## config.mk

```make
export PLATFORM = sky130hd
export DESIGN_NAME = dmem_arbiter
export DESIGN_NICKNAME = d
export VERILOG_FILES = /design/src/rtl/dmem_arbiter.sv
export SDC_FILE = /design/constraint.sdc
export NUM_CORES = 1
export LEC_CHECK = 0
export BUFFER_PORTS_ARGS = -buffer_cell sky130_fd_sc_hd__buf_4
export CORE_ASPECT_RATIO = 1.1
export CORE_MARGIN = 5
export CORE_UTILIZATION = 42
export DETAILED_ROUTE_END_ITERATION = 16
export PLACE_DENSITY_LB_ADDON = 0.1
export SYNTH_ARGS = -nofsm -noshare
export SYNTH_HDL_FRONTEND = slang
export SYNTH_SLANG_ARGS = --single-unit
```

## constraint.sdc

```tcl
create_clock -name clk -period 1.55 [get_ports clk]
set_input_delay 0.0775 -clock clk [delete_from_list [all_inputs] [get_ports clk]]
set_output_delay 0.0775 -clock clk [all_outputs]
set_load 0.02 [all_outputs]
```

## src/rtl/dmem_arbiter.sv

```systemverilog
// Two-requester arbiter for the single-ported data memory: MEM stage has priority, loader is starvation-bounded.
// Latency: grant cycle + MEM_LAT strobe cycles + 1 response cycle; the pipeline is stalled until its response cycle.
module dmem_arbiter #(
    parameter int ADDR_W       = 32,
    parameter int DATA_W       = 32,
    parameter int MEM_LAT      = 2,
    parameter int STARVE_LIMIT = 4
) (
    input  logic              clk,
    input  logic              rst_n,
    input  logic              pipe_re,
    input  logic              pipe_we,
    input  logic [ADDR_W-1:0] pipe_addr,
    input  logic [DATA_W-1:0] pipe_wdata,
    output logic              pipe_stall,
    output logic              pipe_done,
    output logic [DATA_W-1:0] pipe_rdata,
    input  logic              dbg_valid,
    input  logic              dbg_we,
    input  logic [ADDR_W-1:0] dbg_addr,
    input  logic [DATA_W-1:0] dbg_wdata,
    output logic              dbg_ready,
    output logic              dbg_rvalid,
    output logic [DATA_W-1:0] dbg_rdata,
    output logic              mem_re,
    output logic              mem_we,
    output logic [ADDR_W-1:0] mem_addr,
    output logic [DATA_W-1:0] mem_wdata,
    input  logic [DATA_W-1:0] mem_rdata
);

    typedef enum logic [1:0] {IDLE, BUSY, RESP} state_t;
    typedef enum logic {OWN_PIPE, OWN_DBG} owner_t;

    state_t            state_q, state_d;
    owner_t            owner_q, owner_d;
    logic              we_q, we_d;
    logic [ADDR_W-1:0] addr_q, addr_d;
    logic [DATA_W-1:0] wdata_q, wdata_d;
    logic [3:0]        lat_q, lat_d;
    logic [3:0]        starve_q, starve_d;
    logic [DATA_W-1:0] pipe_rdata_q, dbg_rdata_q;

    logic pipe_req, starve_hit, grant_pipe, grant_dbg, capture;

    assign pipe_req   = pipe_re | pipe_we;
    assign starve_hit = dbg_valid && (starve_q >= 4'(STARVE_LIMIT));
    assign grant_pipe = (state_q == IDLE) && pipe_req && !starve_hit;
    assign grant_dbg  = (state_q == IDLE) && !grant_pipe && dbg_valid;
    assign capture    = (state_q == BUSY) && (lat_q == 4'd0) && !we_q;

    always_comb begin
        state_d  = state_q;
        owner_d  = owner_q;
        we_d     = we_q;
        addr_d   = addr_q;
        wdata_d  = wdata_q;
        lat_d    = lat_q;
        starve_d = starve_q;
        case (state_q)
            IDLE: begin
                if (grant_pipe) begin
                    state_d = BUSY;
                    owner_d = OWN_PIPE;
                    we_d    = pipe_we;
                    addr_d  = pipe_addr;
                    wdata_d = pipe_wdata;
                    lat_d   = 4'(MEM_LAT - 1);
                    if (dbg_valid)
                        starve_d = (starve_q == 4'd15) ? 4'd15 : starve_q + 4'd1;
                    else
                        starve_d = 4'd0;
                end else if (grant_dbg) begin
                    state_d  = BUSY;
                    owner_d  = OWN_DBG;
                    we_d     = dbg_we;
                    addr_d   = dbg_addr;
                    wdata_d  = dbg_wdata;
                    lat_d    = 4'(MEM_LAT - 1);
                    starve_d = 4'd0;
                end else begin
                    // No grant in IDLE implies the loader is not asking.
                    starve_d = 4'd0;
                end
            end
            BUSY: begin
                if (lat_q == 4'd0)
                    state_d = RESP;
                else
                    lat_d = lat_q - 4'd1;
            end
            RESP:    state_d = IDLE;
            default: state_d = IDLE;
        endcase
    end

    always_ff @(posedge clk or negedge rst_n) begin
        if (!rst_n) begin
            state_q  <= IDLE;
            owner_q  <= OWN_PIPE;
            we_q     <= 1'b0;
            addr_q   <= '0;
            wdata_q  <= '0;
            lat_q    <= 4'd0;
            starve_q <= 4'd0;
        end else begin
            state_q  <= state_d;
            owner_q  <= owner_d;
            we_q     <= we_d;
            addr_q   <= addr_d;
            wdata_q  <= wdata_d;
            lat_q    <= lat_d;
            starve_q <= starve_d;
        end
    end

    always_ff @(posedge clk or negedge rst_n) begin
        if (!rst_n) begin
            pipe_rdata_q <= '0;
            dbg_rdata_q  <= '0;
        end else if (capture) begin
            if (owner_q == OWN_PIPE)
                pipe_rdata_q <= mem_rdata;
            else
                dbg_rdata_q  <= mem_rdata;
        end
    end

    // Combinational outputs are gated by rst_n so everything reads 0 while reset is held.
    assign pipe_stall = rst_n && pipe_req && !((state_q == RESP) && (owner_q == OWN_PIPE));
    assign dbg_ready  = rst_n && grant_dbg;
    assign pipe_done  = (state_q == RESP) && (owner_q == OWN_PIPE);
    assign dbg_rvalid = (state_q == RESP) && (owner_q == OWN_DBG);
    assign pipe_rdata = pipe_rdata_q;
    assign dbg_rdata  = dbg_rdata_q;
    assign mem_re     = (state_q == BUSY) && !we_q;
    assign mem_we     = (state_q == BUSY) && we_q;
    assign mem_addr   = (state_q == BUSY) ? addr_q  : '0;
    assign mem_wdata  = (state_q == BUSY) ? wdata_q : '0;

endmodule

```

======== Word-level counts from Yosys, hierarchy flattened ========
Index checks and enable logic that the tools add are counted.
W data, S select, Z words.
word-level totals
  bits in registers ....................... 140
  bits of input ports ..................... 166
  output and inout port bits .............. 134
  logic and storage cells ................. 68
operators by class
  add/subtract/negate cells ............... 2
  magnitude comparators ................... 1
  equality and inequality tests ........... 6
  mux-type cells .......................... 21
  bitwise operators ....................... 2
  reduce and logical (&&, ||, !) cells .... 27
operator list
  operator               count
  $mux W32               6
  $mux W4                6
  $logic_and A1 B1 Y1    14
  $pmux W4 S2            1
  $reduce_and A2 Y1      4
  $mux W2                3
  $add A4 B1 Y4 const B  1
  $eq A4 B4 Y1 const B   1
  $ge A4 B3 Y1 const B   1
  $logic_not A1 Y1       4
  $logic_not A4 Y1       1
  $mux W1                4
  $pmux W2 S2            1
  $reduce_bool A2 Y1     2
  $sub A4 B1 Y4 const B  1
  $ne A3 B3 Y1 const B   1
  $reduce_and A3 Y1      1
  $eq A2 B1 Y1 const B   1
  $eq A2 B2 Y1 const B   1
  $logic_not A2 Y1       1
  $ne A2 B1 Y1 const B   1
  $ne A2 B2 Y1 const B   1
  $not A1 Y1             1
  $or A1 B1 Y1           1

======== Depth between registers and ports, before layout ========
Gate-level depths: netlist (run 1).
  word-level depth ........................ 10
  mapped depth ............................ 6
  mapped depth without buffers ............ 5

======== Worst setup path before layout (run 1) ========
Ideal clock, no wire load.
  path kind ............................... flip-flop to flip-flop
  from .................................... register lat_q[0]
  to ...................................... register dbg_rdata_q[10] (netlist: dbg_rdata[10])
  setup time .............................. 128 ps
  arrival ................................. 1521 ps
  data required time ...................... 1422 ps
  path slack .............................. -99 ps
  cell stages (with the launch flop) ...... 7
  buffers on the path ..................... 1
  period minus slack after synthesis ...... 1649 ps
  cell sequence ........................... dfrtp_1 -> inv_1 -> ha_1 -> nor2b_1 -> nand4b_2 -> buf_2 -> mux2_1
between the ends
  longest elaborated chain between the ends .. 4
ends and longest elaborated chain
  what                                RTL line  RTL
  start: declaration                  40        logic [3:0] lat_q, lat_d;
  start signal: assignment            112       lat_q <= lat_d;
  $logic_not A4 Y1                    50        assign capture = (state_q == BUSY) && (lat_q == 4'd0) && !we_q;
  $logic_and A1 B1 Y1 (2 in series)   50
  $reduce_and A2 Y1 (no source line)  --
  end signal: assignment              125       dbg_rdata_q <= mem_rdata;
  end: declaration                    42        logic [DATA_W-1:0] pipe_rdata_q, dbg_rdata_q;
Every way passes these cells.
A chain may end at the register's enable or synchronous reset.

======== Worst setup path in the final report (run 1) ========
  from .................................... register state_q[1]
  to ...................................... output mem_addr[31]
between the ends
  longest elaborated chain between the ends .. 2
ends and longest elaborated chain
  what                      RTL line  RTL
  start: declaration        35        state_t state_q, state_d;
  start signal: assignment  107       state_q <= state_d;
  $eq A2 B1 Y1              138       assign mem_addr = (state_q == BUSY) ? addr_q : '0;
  $mux W32                  138
  end: declaration          27        output logic [ADDR_W-1:0] mem_addr,
Every way passes these cells.

==> impl_metrics.tcl, run 1 <==
set metrics [dict create \
    numCtsBuffers 17 \
    first_pass_iters 5 \
    place.port_buffers 299 \
    synth-async-reset-ratio 1.00 \
    synth-seq-area-share 0.554 \
    power.share.clock 0.166 \
    finish.utilization 0.838 \
    hold_ws_ns 0.0237 \
    critPathArrivalTime_ns 1.72 \
    combPwrFrac 0.588 \
    overflow 0 \
    critPathKind "reg -> out" \
    period_share 1.16 \
    final_cells 1218 \
    gp_congestion 0.831 \
    peakVddDrop_mv 1.11 \
    end_kind "primary output" \
    clock_sinks 140 \
    power_frac_seq 0.246 \
    ant_nets 0 \
    synth_edf_count 0 \
    switching_power_mw 10.0 \
    grt_use_total 0.277 \
    finalMaxSlewViolations 0 \
    die_y_um 139 \
    required_ns 1.47 \
    nFillCells 769 \
    failed_checks "negative setup slack" \
    routed_via_density 5.47 \
    grt_pass1_vias 7035 \
    synth.distinct_cells 34 \
    synth_top_area_frac 0.554 \
    io_pins 300 \
    final_nets 1178 \
    power_density_mw_per_mm2 2140 \
    tritoncts "done" \
    drt-total-wl_um 27400 \
    setup_viol 198 \
    syn2layout_area_growth_pct 98.2 \
    fin_crit_ns 1.80 \
    drive_above_1_share 0.518 \
    syn_inst 501 \
    internal_power_mw 16.8 \
    clk_pin_slew_ns 0.06 \
    dpl.cell_count 980 \
    dp_hpwl_um 13800 \
    critPathMaxFanout 6 \
    die_w_um 127 \
    insertion_delay_ns 0.43 \
    synth.cell_area_mm2 0.00632 \
    synth_nets 670 \
    antennaDiodeCount 0 \
    vias 6660 \
    drv_cap 0 \
    root_buffer "clkbuf_16" \
    synthFlopType "dfrtp_1" \
    cts_buffer_depth 2 \
    hp-class "in -> reg" \
    synth_area_leaders "dfrtp_1 (55%), a221o_1 (10%), a21boi_0 (7.6%), and2_1 (6.6%), mux2_2 (6.1%)" \
    post_drt_wl_per_cell_um 22.5 \
    design.core.area_mm2 0.0149 \
    synth_area_leader_cell "dfrtp_1" \
    multiInputGateArea_mm2 0.00296 \
    grt_pass1_wl_um 38400 \
    yosys_warnings 0 \
    drc 0 \
    worst_slew_pin_slew_ns 0.620 \
    hold_viol_final 0 \
    syn_avg_cell_area_um2 12.6 \
    static-leakage-power_nw 6.02 \
    dieArea_mm2 0.0176 \
    initial_utilization 0.423 \
    swShare 0.374 \
    regArea_mm2 0.00350 \
    rows 47 \
    rsz0062_at_grt "true" \
    antenna_found_initial 0 \
    cp-start-kind "register" \
    fmax_mhz 555 \
    clock_skew_ns 0.0113 \
    synth-seq-cells 140 \
    htreeDepth 4 \
    status "finished with violations" \
    grt_max_degree 70 \
    drtIter0Drc 435 \
    final.setup.worst_slack_ns -0.250 \
    relSlewSlack 0.587 \
    p_total_mw 26.8 \
]
## registers in the layout (all words and copies together) (netlist names)
signal      count
addr_q         32
state_q         2
wdata_q        32
starve_q        4
dbg_rdata      32
lat_q           4
owner_q         1
we_q            1
pipe_rdata     32
## worst paths after layout
check / startpoint / end / slack, ns / cells after the start
setup / recovery: state_q[1] / mem_addr[31] / -0.25 / 6
setup reg to reg: state_q[1] / dbg_rdata[12] / -0.22 / 6
max in group asynchronous: rst_n / wdata_q[5] / 0.48 / 3
hold / removal: dbg_valid / starve_q[1] / 0.02 / 3
min in group asynchronous: rst_n / addr_q[20] / 0.16 / 2
hold reg to reg: starve_q[1] / starve_q[1] / 0.49 / 2
## per-stage QoR
step	worst slack [ns]	instance area, µm²	TNS [ns]
after floorplan	0.00545	6380	0
after global placement	0.0188	9000	0
after detailed placement	-0.0351	9000	-0.444
after CTS	-0.275	12000	-29.03
after global routing	-0.307	12500	-43.67
final	-0.250	12500	-32.52
## synthesized netlist by cell type (3+ instances only)
library cell / number
dfrtp_1: 140
and2_1: 67
a221o_1: 65
a21boi_0: 64
mux2_2: 34
mux2_1: 30
clkbuf_1: 23
buf_2: 14
nand2_1: 9
o21ai_0: 6
buf_1: 5
nor2_1: 5
inv_1: 4
ha_1: 3
nand2b_1: 3
nand3_1: 3
nor3_1: 3
nor3b_1: 3
## routing by layer
layer  GRT usage  vias up  part of all wire
met5           0        -                 0
met4       0.111        0             0.034
met3      0.0840       82             0.092
met2       0.473      418              0.52
met1       0.324     3273              0.36
li1            -     2887                 -
## worst max-delay path: stages, from the launching register on
cell and delay, ns:
dfrtp_1 0.40, buf_6 0.13, nor2b_4 0.17, buf_6 0.18
clkbuf_16 0.17, and2_4 0.15, buf_6 0.11
## cells in the final DEF, fill, tap and decap left out, types with 2 or more instances in the layout
cell type | synthesis | final
inv_2 | 0 | 2
and2_4 | 0 | 41
ha_1 | 3 | 2
nor3b_2 | 0 | 3
nand3_1 | 3 | 2
mux2_1 | 30 | 4
nand2_1 | 9 | 8
clkbuf_16 | 0 | 25
o21ai_0 | 6 | 6
bufbuf_16 | 0 | 2
inv_6 | 0 | 5
buf_12 | 0 | 15
mux2_4 | 0 | 26
nor2_4 | 0 | 2
bufinv_16 | 0 | 4
nor3_1 | 3 | 2
a21boi_0 | 64 | 39
clkinv_4 | 0 | 2
or2_2 | 2 | 2
nand2b_1 | 3 | 2
and2_1 | 67 | 25
dfrtp_1 | 140 | 140
buf_16 | 0 | 8
nor2_1 | 5 | 4
dlygate4sd3_1 | 0 | 162
a221o_1 | 65 | 65
mux2_2 | 34 | 34
buf_6 | 0 | 55
a21boi_1 | 0 | 23
buf_8 | 0 | 3
a21boi_2 | 0 | 2
nor2b_4 | 0 | 2
buf_4 | 0 | 278
## power by group through the flow
stage / logic, mW / registers [mW] / clock network (mW)
2_1_floorplan: 5.42 / 7.29 / 0
3_3_place_gp: 11.1 / 6.36 / 0
3_5_place_dp: 11.2 / 6.42 / 0
4_1_cts: 13.6 / 6.45 / 4.50
5_1_grt: 16.4 / 6.79 / 4.65
6_report: 15.8 / 6.61 / 4.46
## kinds of logic after synthesis
| family | share of synthesized area |
|---|---|
| AO/OA/AOI/OAI | 0.193 |
| AND/OR/NAND/NOR | 0.103 |
| adder cells (fa/ha/maj) | 0.00594 |
| buffers and inverters | 0.0301 |
| flip-flops | 0.554 |
| multiplexers | 0.114 |
## what timing repair did
action,4_1_cts,5_1_grt
hold buffers,162,0
setup endpoints to repair,127,202
setup buffers,16,8
pin swaps,19,28
resized for setup,90,88
gates cloned,10,11
endpoints found under the hold margin,222,0
## area by class of cell
type	count	area share
Tap cell	196	0.0196
Clock buffer	18	0.0351
Clock inverter	14	0.0164
Multi-Input combinational cell	315	0.236
Timing Repair Buffer	531	0.412
Inverter	4	0.00140
Sequential cell	140	0.280
Power figures use the tool's default switching activity.
==> run 2, diff against run 1 <==
CORE_UTILIZATION = 52   (was 42)
CTS_BUF_LIST = sky130_fd_sc_hd__clkbuf_4 sky130_fd_sc_hd__clkbuf_8   (was default)
clock period = 2.1 ns   (was 1.55 ns; I/O delays follow)
==> impl_metrics.tcl, run 2 (same netlist as run 1, synthesis figures left out) <==
set metrics [dict create \
    status "complete, no violations" \
    gp_congestion 0.829 \
    rsz0062_at_grt "false" \
    peakVddDrop_mv 0.944 \
    end_kind "register" \
    design.core.area_mm2 0.0120 \
    critPathArrivalTime_ns 2.27 \
    die_y_um 126 \
    hp-class "in -> reg" \
    tritoncts "done" \
    vias 6491 \
    nFillCells 484 \
    setup_viol 0 \
    final.setup.worst_slack_ns 0.136 \
    mostFrequentLayoutCell "buf_4" \
    dieArea_mm2 0.0145 \
    finalMaxSlewViolations 0 \
    combPwrFrac 0.539 \
    htreeDepth 4 \
    drv_cap 0 \
    io_pins 300 \
    gr-max-usage-layer "met2" \
    cp-start-kind "register" \
    drive_above_1_share 0.404 \
    fin_setup_tns_ns 0 \
    r2r-start "lat_q[0]" \
    power_frac_seq 0.312 \
    r2r_slack_ns 0.14 \
    crit_chain "inv_1, ha_1, nor2b_1, nand4b_2, buf_4, mux2_1" \
    slowest_delay_ns 0.41 \
    use_met3 0.0792 \
    switching_power_mw 6.70 \
    min_from "dbg_valid" \
    reg2reg_depth 6 \
    swShare 0.421 \
    multiInputGateArea_mm2 0.00264 \
    critPathMaxFanout 32 \
    layout_common_cells "buf_4 (308), dlygate4sd3_1 (162), dfrtp_1 (140)" \
    rows 42 \
    whs_path_depth 3 \
    regArea_mm2 0.00350 \
    whs_endpoint "starve_q[0]" \
    initial_utilization 0.527 \
    insertion_delay_ns 0.44 \
    routed_via_density 5.78 \
    place.port_buffers 299 \
    internal_power_mw 9.22 \
    numCtsBuffers 17 \
    relSlewSlack 0.567 \
    dp_hpwl_um 13800 \
    grt_util_met2 0.618 \
    overflow 0 \
    worst_slew_pin_slew_ns 0.650 \
    die_w_um 115 \
    drt-total-wl_um 26300 \
    critPathKind "reg -> reg" \
    clock_sinks 140 \
    worst_path_max_delay_cell "buf_4" \
    first_pass_iters 5 \
    clk_pin_slew_ns 0.08 \
    post_cts_buffers 0 \
    fin_area_mm2 0.0108 \
    grt_max_degree 120 \
    required_ns 2.41 \
    ant_nets 0 \
    post_drt_wl_per_cell_um 23.4 \
    fmax_mhz 509 \
    clock_skew_ns 0.0221 \
    grt_pass1_wl_um 39400 \
    finish.utilization 0.902 \
    power_density_mw_per_mm2 1470 \
    dpl_worst_slack_ns 0.200 \
    place_area_mm2 0.00876 \
    use_met1 0.402 \
    root_buffer "clkbuf_8" \
    syn2layout_area_growth_pct 71.0 \
    period_share 0.935 \
    static-leakage-power_nw 5.12 \
    final_nets 1122 \
    grt_use_total 0.353 \
    cts_buffer_depth 2 \
    r2r-end "dbg_rdata[23]" \
    power.share.clock 0.149 \
    fin_crit_ns 1.96 \
    drtIter0Drc 522 \
    antenna_found_initial 3 \
    grt_pass1_vias 7086 \
    hold_viol_final 0 \
    drc 0 \
]
## run 2: cell types whose count changed in the layout (fill, tap and decap cells not counted), moves of 26 or more
cell	change
and2_4	-41
mux2_1	+26
and2_1	+42
buf_4	+30
buf_6	-54
mux2_4	-26
## run 2: worst max-delay path: cells and delay by family (launching register included)
| family | cells | cell delay (ns) |
|---|---|---|
| AND/OR/NAND/NOR | 2 | 0.26 |
| adder cells (fa/ha/maj) | 1 | 0.24 |
| buffers and inverters | 2 | 0.51 |
| flip-flops | 1 | 0.40 |
| multiplexers | 1 | 0.41 |
## run 2: repair_timing
action | CTS | global route
endpoints found under the hold margin | 249 | 0
hold buffers | 162 | 0
gates resized for setup | 0 | 0
## run 2: final cells by class
| class | instances | share of cell area |
|---|---|---|
| clock inverters | 15 | 0.0173 |
| multi-input cells | 315 | 0.245 |
| well taps | 154 | 0.0178 |
| repair buffers | 475 | 0.372 |
| inverters | 4 | 0.00139 |
| diodes | 3 | 0.000695 |
| flip-flops and latches | 140 | 0.324 |
| clock buffers | 17 | 0.0217 |
## run 2: worst max-delay path by stage
stage                        start             to  cells after the start
after global placement    lat_q[0]   dbg_rdata[0]                      6
after CTS                 lat_q[0]   dbg_rdata[3]                      6
after floorplan           lat_q[0]  dbg_rdata[10]                      6
after detailed placement  lat_q[0]   dbg_rdata[3]                      6
final                     lat_q[0]  dbg_rdata[23]                      6
after global routing      lat_q[0]  dbg_rdata[23]                      6
## run 2: power by group through the flow
| stage | logic (mW) | registers, mW | clock network (mW) |
|---|---|---|---|
| after global routing | 9.04 | 5.07 | 2.49 |
| after floorplan | 3.93 | 5.37 | 0 |
| after CTS | 8.23 | 4.79 | 2.34 |
| after global placement | 7.76 | 4.76 | 0 |
| final | 8.58 | 4.96 | 2.37 |
| after detailed placement | 7.95 | 4.82 | 0 |
## run 2: per-stage QoR
step / hold slack (ns) / power, mW / std cells
after floorplan: -0.191 / 9.31 / 501
after global routing: 0.0232 / 16.6 / 1123
final: 0.0356 / 15.9 / 1123
after CTS: 0.0176 / 15.4 / 1120
after detailed placement: -0.0150 / 12.8 / 926
after global placement: -0.0207 / 12.5 / 926
## run 2: routing by layer
layer | share of wire | vias to the layer above
li1 | - | 2767
met1 | 0.34 | 3142
met2 | 0.52 | 470
met3 | 0.088 | 112
met4 | 0.051 | 0
met5 | 0 | -
==> run 3, diff against run 2 <==
ABC_AREA = 1   (was default)
CORE_UTILIZATION = 53   (was 52)
==> impl_metrics.tcl, run 3 <==
set metrics [dict create \
    hold_viol_final 0 \
    vias 8279 \
    clock_skew_ns 0.0175 \
    drv_cap 0 \
    required_ns 2.47 \
    routed_via_density 5.67 \
    drt-total-wl_um 28800 \
    critPathKind "in -> reg" \
    relSlewSlack 0.488 \
    numCtsBuffers 17 \
    power_density_mw_per_mm2 1520 \
    syn_avg_cell_area_um2 7.81 \
    yosysMostFrequentCell "nand2_1" \
    drc 0 \
    synth.cell_area_mm2 0.00662 \
    peakVddDrop_mv 1.07 \
    end_kind "register" \
    ys_top_cells_by_count "nand2_1 (277), nand3_1 (200), dfrtp_1 (140)" \
    period_share 0.935 \
    nFillCells 521 \
    synth-seq-area-share 0.529 \
    drtIter0Drc 1006 \
    clk_pin_slew_ns 0.09 \
    fin_crit_ns 1.96 \
    layout_common_cells "buf_4 (308), nand2_1 (277), nand3_1 (200)" \
    post_drt_wl_per_cell_um 19.7 \
    hp-class "in -> async" \
    rsz0062_at_grt "false" \
    worst_slew_pin_slew_ns 0.769 \
    place.port_buffers 299 \
    dieArea_mm2 0.0148 \
    synth-async-reset-ratio 1.00 \
    fin_setup_tns_ns 0 \
    die_w_um 117 \
    slowest_delay_ns 0.62 \
    worst_path_max_delay_cell "buf_4" \
    worst-path-buf-inv 3 \
    htreeDepth 4 \
    synth_nets 1017 \
    overflow 0 \
    ant_nets 0 \
    critPathMaxFanout 68 \
    syn_inst 848 \
    dp_hpwl_um 14300 \
    post_cts_buffers 0 \
    syn2layout_area_growth_pct 65.8 \
    grt_max_degree 99 \
    initial_utilization 0.546 \
    synth_area_leaders "dfrtp_1 (53%), nand2_1 (16%), nand3_1 (15%), inv_1 (4.1%), nor2_1 (4.1%)" \
    design.core.area_mm2 0.0121 \
    synth_edf_count 0 \
    mostFrequentLayoutCell "buf_4" \
    gp_congestion 0.829 \
    synth_top_area_frac 0.529 \
    tritoncts "done" \
    crit_family "buffers and inverters" \
    crit_chain "dlygate4sd3_1, buf_4, nor2_1, nor2_4, nand2_4, buf_4, nand3_1, nand3_1" \
    finalMaxSlewViolations 0 \
    final_nets 1460 \
    rows 42 \
    antenna_found_initial 1 \
    fmax_mhz 509 \
    critPathArrivalTime_ns 2.34 \
    drive_above_1_share 0.276 \
    insertion_delay_ns 0.45 \
    root_buffer "clkbuf_8" \
    die_y_um 127 \
    synth.distinct_cells 25 \
    cts_buffer_depth 2 \
    cp-start-kind "input pin" \
    io_pins 300 \
    static-leakage-power_nw 5.80 \
    dpl_worst_slack_ns 0.397 \
    synth_area_leader_cell "dfrtp_1" \
    setup_viol 0 \
    yosys_warnings 0 \
    status "complete, no violations" \
    synthFlopType "dfrtp_1" \
    clock_sinks 140 \
    grt_use_total 0.388 \
    grt_pass1_vias 8818 \
    synth-seq-cells 140 \
    grt_pass1_wl_um 44700 \
    first_pass_iters 6 \
    final.setup.worst_slack_ns 0.136 \
]
[run 3: changes by cell type after synthesis, sizes merged, moves of 3 or more]
cell and delta:
and2 -67, clkbuf -10, nor3b -4, nand3 +197
inv +73, a221o -65, a21boi -64, nor2 +70
nand2b -3, nand2 +272, mux2 -64, buf +23
[run 3: final timing paths]
| kind | slack [ns] | to | from | depth (start not counted) |
|---|---|---|---|---|
| setup / recovery | 0.14 | addr_q[4] | pipe_we | 8 |
| hold / removal | 0.18 | wdata_q[23] | rst_n | 2 |
| setup reg to reg | 0.18 | addr_q[4] | state_q[0] | 7 |
| hold reg to reg | 0.48 | dbg_rdata[24] | dbg_rdata[24] | 2 |
| max in group asynchronous | 1.02 | addr_q[1] | rst_n | 3 |
| min in group clk | 0.25 | state_q[0] | pipe_re | 5 |
[run 3: kinds of logic (layout without fill, tap and decap cells)]
| logic type | after synthesis | after routing | share of synthesized area |
|---|---|---|---|
| AND/OR/NAND/NOR | 564 | 564 | 0.366 |
| flip-flops | 140 | 140 | 0.529 |
| other | 0 | 3 | 0 |
| AO/OA/AOI/OAI | 8 | 8 | 0.00680 |
| buffers and inverters | 133 | 588 | 0.0922 |
| adder cells (fa/ha/maj) | 3 | 3 | 0.00567 |
[run 3: power breakdown]
part | switching, mW | internal [mW]
combinational | 6.03 | 3.55
sequential | 0.892 | 4.04
clock | 1.12 | 1.09
total | 8.04 | 8.67
[run 3: final cells by class]
cell class,instances,area (µm²),area share
Timing Repair Buffer,479,4090,0.372
Tap cell,154,193,0.0175
Sequential cell,140,3500,0.319
Antenna cell,3,7.51,0.000684
Clock buffer,18,248,0.0226
Clock inverter,13,140,0.0128
Multi-Input combinational cell,575,2510,0.228
Inverter,78,295,0.0269
[run 3: timing repair]
| action | 4_1_cts | 5_1_grt |
|---|---|---|
| setup endpoints to repair | 0 | 1 |
| endpoints found under the hold margin | 174 | 0 |
| hold buffers | 164 | 0 |
| resized for setup | 0 | 2 |
[run 3: metrics by stage]
step / total power [mW] / std cells / util / hold slack [ns] / instance area [µm²]
2_1_floorplan: 10.1 / 848 / - / -0.191 / 6620
4_1_cts: 16.0 / 1457 / 0.904 / 0.145 / 11000
5_1_grt: 17.7 / 1458 / 0.904 / 0.195 / 11000
6_report: 16.7 / 1460 / 0.905 / 0.178 / 11000
3_3_place_gp: 13.4 / 1262 / 0.737 / 0.0620 / 8940
3_5_place_dp: 13.6 / 1262 / 0.737 / 0.0571 / 8940
[run 3: per-layer routing]
layer	part of all wire	wire length, µm	global-route usage	up-vias
met1	0.34	9750	0.422	3888
met5	0	0	0	-
met2	0.49	14200	0.671	650
li1	-	-	-	3544
met3	0.096	2760	0.0974	197
met4	0.072	2070	0.235	0
